**config.mk**
```make
export PLATFORM = sky130hd
export DESIGN_NAME = lifo_pop_streamer
export DESIGN_NICKNAME = d
export VERILOG_FILES = /design/src/rtl/lifo_pop_streamer.sv
export SDC_FILE = /design/constraint.sdc
export NUM_CORES = 1
export LEC_CHECK = 0
export BUFFER_PORTS_ARGS = -buffer_cell sky130_fd_sc_hd__buf_2
export CORE_AREA = 8 8 144 112
export DETAILED_ROUTE_END_ITERATION = 8
export DIE_AREA = 0 0 152 120
export SLEW_MARGIN = 20
export SYNTH_ARGS = -nofsm -noshare
export SYNTH_HDL_FRONTEND = slang
export SYNTH_SLANG_ARGS = --single-unit
```
**constraint.sdc**
```tcl
create_clock -name clk -period 4.1 [get_ports clk]
set_input_delay 1.025 -clock clk [delete_from_list [all_inputs] [get_ports clk]]
set_output_delay 1.025 -clock clk [all_outputs]
set_load 0.01 [all_outputs]
```
**src/rtl/lifo_pop_streamer.sv**
```systemverilog
// Pops up to burst_len words from a registered-read LIFO and streams them most-recent-first
// through a 2-entry skid buffer. Define LIFO_POP_PARITY_EN to add the m_parity output.
module lifo_pop_streamer #(
  parameter int unsigned DATA_W = 32,
  parameter int unsigned LEN_W  = 10
) (
  input  logic              clk,
  input  logic              rst,
  input  logic              start,
  input  logic [LEN_W-1:0]  burst_len,
  output logic              lifo_rd,
  input  logic              lifo_empty,
  input  logic [DATA_W-1:0] lifo_data,
  output logic              m_valid,
  input  logic              m_ready,
  output logic [DATA_W-1:0] m_data,
  output logic              m_last,
  output logic              busy,
  output logic              done,
  output logic              underrun,
  output logic [LEN_W-1:0]  word_count
`ifdef LIFO_POP_PARITY_EN
  ,
  output logic              m_parity
`endif
);

  typedef enum logic [1:0] {StIdle, StPop, StDrain, StDone} state_e;

  state_e             state_q;
  logic [LEN_W-1:0]   len_q;
  logic [LEN_W-1:0]   issued_q;
  logic [LEN_W-1:0]   recv_q;
  logic               inflight_q;

  // Skid buffer: entry 0 is the head, entry 1 only valid while entry 0 is.
  logic [DATA_W-1:0]  b0_q, b1_q;
  logic               l0_q, l1_q;
  logic               v0_q, v1_q;

  logic               xfer;
  logic               cap;
  logic               cap_last;
  logic               issue;
  logic               drain_empty;
  logic               ld0_new, ld0_shift, ld1_new;
  logic [1:0]         occ, occ_free, occ_next;

  always_comb begin
    xfer     = v0_q & m_ready;
    cap      = inflight_q;
    occ      = {1'b0, v0_q} + {1'b0, v1_q};
    occ_free = occ - {1'b0, xfer};
    occ_next = occ_free + {1'b0, cap};
    // The head leaving this cycle frees its slot, which is what allows one pop per cycle.
    issue    = !rst && (state_q == StPop) && (issued_q != len_q) && !lifo_empty &&
               ((occ_free + {1'b0, inflight_q}) < 2'd2);
    drain_empty = (occ_next == 2'd0) && !issue;
    cap_last    = ((recv_q + LEN_W'(1)) == len_q);
    ld0_new     = cap & (xfer ? ~v1_q : ~v0_q);
    ld0_shift   = xfer & v1_q;
    ld1_new     = cap & (xfer ? v1_q : v0_q);
  end

  // Pop strobe is decoded in the same cycle lifo_empty is seen, so the LIFO pointer and the
  // flag observed next cycle always agree with what has been issued.
  assign lifo_rd = issue;
  assign m_valid = v0_q;
  assign m_data  = b0_q;
  assign m_last  = l0_q;

  always_ff @(posedge clk) begin
    if (rst) begin
      state_q    <= StIdle;
      len_q      <= '0;
      issued_q   <= '0;
      recv_q     <= '0;
      inflight_q <= 1'b0;
      busy       <= 1'b0;
      done       <= 1'b0;
      underrun   <= 1'b0;
      word_count <= '0;
    end else begin
      done       <= 1'b0;
      inflight_q <= issue;
      if (issue) begin
        issued_q <= issued_q + LEN_W'(1);
      end
      if (cap) begin
        recv_q <= recv_q + LEN_W'(1);
      end
      if (xfer && (word_count != len_q)) begin
        word_count <= word_count + LEN_W'(1);
      end
      unique case (state_q)
        StIdle: begin
          if (start) begin
            len_q      <= burst_len;
            issued_q   <= '0;
            recv_q     <= '0;
            word_count <= '0;
            underrun   <= 1'b0;
            if (burst_len == '0) begin
              state_q <= StDone;
              done    <= 1'b1;
            end else begin
              state_q <= StPop;
              busy    <= 1'b1;
            end
          end
        end
        StPop: begin
          if ((issued_q == len_q) || (lifo_empty && !inflight_q)) begin
            if (issued_q != len_q) begin
              underrun <= 1'b1;
            end
            if (drain_empty) begin
              state_q <= StDone;
              done    <= 1'b1;
              busy    <= 1'b0;
            end else begin
              state_q <= StDrain;
            end
          end
        end
        StDrain: begin
          if (drain_empty) begin
            state_q <= StDone;
            done    <= 1'b1;
            busy    <= 1'b0;
          end
        end
        StDone: begin
          state_q <= StIdle;
        end
        default: begin
          state_q <= StIdle;
        end
      endcase
    end
  end

  always_ff @(posedge clk) begin
    if (rst) begin
      b0_q <= '0;
      b1_q <= '0;
      l0_q <= 1'b0;
      l1_q <= 1'b0;
      v0_q <= 1'b0;
      v1_q <= 1'b0;
    end else begin
      v0_q <= (occ_next != 2'd0);
      v1_q <= (occ_next == 2'd2);
      if (ld0_new) begin
        b0_q <= lifo_data;
        l0_q <= cap_last;
      end else if (ld0_shift) begin
        b0_q <= b1_q;
        l0_q <= l1_q;
      end else if (xfer) begin
        l0_q <= 1'b0;
      end
      if (ld1_new) begin
        b1_q <= lifo_data;
        l1_q <= cap_last;
      end
    end
  end

`ifdef LIFO_POP_PARITY_EN
  logic p0_q, p1_q;

  always_ff @(posedge clk) begin
    if (rst) begin
      p0_q <= 1'b0;
      p1_q <= 1'b0;
    end else begin
      if (ld0_new) begin
        p0_q <= ^lifo_data;
      end else if (ld0_shift) begin
        p0_q <= p1_q;
      end
      if (ld1_new) begin
        p1_q <= ^lifo_data;
      end
    end
  end

  assign m_parity = p0_q;
`endif

endmodule

```
==> summary.md <==
| Metric | Value |
|---|---|
| DRC violations left | 0 |
| Area of the core region | between 0.01 and 0.015 mm² |
| Share of the synthesized area in the top cell type | 42.1% |
| Weighted congestion reported at the end of routability-driven placement | 0.821 |
| Post-route cell area | 0.00663 mm² |
| Worst-margin pin slew | between 800 and 900 ps |
| Maximum number of pins on one net before global-route repair | 88 |
| Worst-skew pair later-pin latency | 420 ps |
| Number of antenna violations at the first check in global routing | 0 |
| Max FO, Critical Path | 4 |
| Cts-stage hold buffer count | 0 |
| Post-DP HPWL | 9470 µm |
| Most instantiated library cell after synthesis | sky130_fd_sc_hd__dfxtp_1 |
| Top cell type by total area after synthesis | sky130_fd_sc_hd__dfxtp_1 |
| Final antenna diode count | 0 |
| Layout cells sized above 1 | 21.5% |
| Result of the run | finished, final reports clean |
| Post-synthesis to final-layout area growth | 22.3% |
| Clock-pin slew reported for the worst setup and hold paths after clock tree synthesis | 50 ps |
| WL/cell | 15.1 µm |
| First drt pass iteration count | 4 |
| Net switching fraction of the power | 29.3% |
| Max clock buf depth | 2 |
| Most frequent cells after synthesis | sky130_fd_sc_hd__dfxtp_1, sky130_fd_sc_hd__nand2_1, sky130_fd_sc_hd__nor2_1, sky130_fd_sc_hd__a21oi_1, sky130_fd_sc_hd__a211oi_1 |
| CTS H-tree depth | 4 |
| Final worst path period share | between 90 and 100% |
| Fraction of registers with async set or reset after synthesis | 0% |
| Post-synth EDFFs | 0 |
| Critical path endpoint category | primary output |
| Net switching power of the design | 1.02 mW |
| Clock share of power | 43.9% |
| I/O pins | 95 |
| Count of final setup violators | 0 |
| Internal cell power | around 2.5 mW |
| Post-CTS setup buffer count | 0 |
| Mean area per synthesized cell | 8.67 µm² |
| Combined global-route utilization of all metal layers | 15.2% |
| Leakage Power | approximately 2.6 nW |
| Routed via count divided by cell count | 5.10 |
| Distinct cell type count after synthesis | between 50 and 60 |
| Number of vias after detailed routing | around 4,600 |
| Cell area after synthesis | 0.00542 mm² |
| Number of buffers inserted by port buffering | 94 |
| Post-placement cell area | 0.00601 mm² |
| RSZ-0062 raised after global routing | false |
| Die outline height | 120 µm |
| Count of max-cap constraint violations | 0 |
| Synthesized net count | 682 |
| Final Critical Period | 3900 ps |
| Total number of yosys warnings | 0 |
| Total power density per cell area | about 520 mW/mm² |
| WP data required | 3070 ps |
| HP Class | register to register |
| Clock sinks | between 100 and 150 |
| Startpoint kind of the worst setup timing path | input pin |
| Worst Path Arrival | around 2900 ps |
| Final wirelength | 13,600 µm |
| Sequential share of the synthesized area | 42.1% |
| Clock buffers created by TritonCTS | 17 |
| Number of global-route vias before repair | between 4,000 and 5,000 |
| Relative contribution of combinational cells to total power | about a fifth |
| Post-synthesis sequential element count | between 100 and 150 |
| Sequential fraction of design power | between 30 and 40% |
| Setup Crit Path Kind | input pin to primary output |
| Largest cells by area after synthesis | sky130_fd_sc_hd__dfxtp_1, sky130_fd_sc_hd__nand2_1, sky130_fd_sc_hd__mux2i_1, sky130_fd_sc_hd__xor2_1, sky130_fd_sc_hd__nor2_1 |
| Maximum vdd ir drop | 0.000290 V |
| Area of the die | 0.0182 mm² |
| Syn Inst Count | 625 |
| Number of max-slew violations in the final report | 0 |
| Wire length of the first global-routing pass | 22,700 µm |
| Initial DRC Count | 303 |
| Total negative slack | 0 ps |
| Standard-cell rows | 38 |
| TritonCTS clock tree | built |
| Top achievable clock speed | approximately 260 MHz |
| Total global routing overflow | 0 |
| Number of hold violations in the final report | 0 |
| Clock Root Buffer | sky130_fd_sc_hd__clkbuf_16 |
| Post-CTS Resized | 0 |
| Post-DRT Antenna Nets | 0 |
| Max Clock Skew | about 8 ps |
| # fillers | 1,355 |
| Overall power after layout | roughly 3.5 mW |
| Die X-Extent | 152 µm |
| Normalized max-slew margin | between 40% and 50% |
| Number of nets in the final layout | around 770 |
| Most used flip-flop cell after synthesis | sky130_fd_sc_hd__dfxtp_1 |
| Starting density of the core | 38.6% |
power by group through the flow:
stage,Clock (mW),Combinational [mW],Sequential (mW)
floorplan,0,0.473,1.30
global placement,0,0.645,1.31
CTS,1.55,0.659,1.30
finish,1.52,0.652,1.30
detailed placement,0,0.654,1.32
global route,1.60,0.727,1.31
routing by layer:
metal	vias up	share of wire, %	track usage, %
met5	-	0	0
met2	92	47	25.1
met1	2175	47	18.5
met4	0	1.7	5.67
met3	18	4.2	4.53
li1	2308	-	-
cell families after synthesis:
group	count (synthesis)	synth area share, %
and+or+nand+nor	246	20.5
buffers and inverters	52	4.11
muxes	34	6.28
DFF	114	42.1
adders and majority gates	10	2.45
AOI/OAI and AO/OA	113	14.5
xor gates and xnor gates	56	10.0
cell type report:
cell class | count | area [µm²] | area share, %
sequential | 114 | 2280 | 34.4
multi-input combinational | 459 | 2920 | 44.1
timing repair buffer | 102 | 531 | 8.01
clock buffer | 20 | 457 | 6.89
tap | 180 | 225 | 3.40
inverter | 14 | 52.6 | 0.793
clock inverter | 12 | 156 | 2.36
worst max-delay path, cell delays in order:
cell and delay [ps]:
sky130_fd_sc_hd__buf_2 120, sky130_fd_sc_hd__nand2_1 80, sky130_fd_sc_hd__inv_1 60, sky130_fd_sc_hd__ha_1 270, sky130_fd_sc_hd__inv_1 40, sky130_fd_sc_hd__fa_1 370, sky130_fd_sc_hd__xor2_1 200, sky130_fd_sc_hd__nor3_1 310
sky130_fd_sc_hd__o311a_4 280, sky130_fd_sc_hd__buf_2 130
flip-flops by register name (all words and copies together) (netlist names), 2 cells and up:
name / count
word_count: 10
len_q: 10
b1_q: 32
state_q: 2
issued_q: 10
recv_q: 10
m_data: 32
cell usage in the layout (no fill, tap or decap), types with 3 or more instances in the layout:
cell type and n:
sky130_fd_sc_hd__buf_2 94, sky130_fd_sc_hd__nor2_1 74, sky130_fd_sc_hd__mux2i_1 34, sky130_fd_sc_hd__nor3_1 9, sky130_fd_sc_hd__buf_4 8, sky130_fd_sc_hd__nand2b_1 3
sky130_fd_sc_hd__clkbuf_16 17, sky130_fd_sc_hd__and2_1 5, sky130_fd_sc_hd__o21ai_0 9, sky130_fd_sc_hd__o211ai_1 3, sky130_fd_sc_hd__xor2_1 32, sky130_fd_sc_hd__and3_1 8
sky130_fd_sc_hd__nand3_1 8, sky130_fd_sc_hd__nand4_1 13, sky130_fd_sc_hd__nor4_1 4, sky130_fd_sc_hd__a21oi_1 46, sky130_fd_sc_hd__clkinvlp_4 4, sky130_fd_sc_hd__bufinv_16 3
sky130_fd_sc_hd__nand2_1 106, sky130_fd_sc_hd__xnor2_1 20, sky130_fd_sc_hd__inv_1 14, sky130_fd_sc_hd__dfxtp_1 114, sky130_fd_sc_hd__a211oi_1 35, sky130_fd_sc_hd__ha_1 8
through the flow:
stage	hold WS [ps]	setup WS, ps	std cells	utilization [%]
finish	454	203	901	47.2
CTS	454	199	901	47.2
global placement	441	193	869	42.8
floorplan	436	330	625	-
global route	478	58.1	901	47.2
detailed placement	446	204	869	42.8
path summary, 6_finish.rpt:
check,from,to,slack (ps),depth (start not counted)
worst max-delay path,m_ready,lifo_rd,200,10
worst min-delay path,b1_q[4]$_SDFFE_PP0P_,b1_q[4]$_SDFFE_PP0P_,450,2
worst max register to register,m_valid$_SDFF_PP0_,issued_q[6]$_SDFF_PP0_,1500,12
worst min register to register,b1_q[4]$_SDFFE_PP0P_,b1_q[4]$_SDFFE_PP0P_,450,2
No activity file was read; power rests on OpenSTA's default activity.
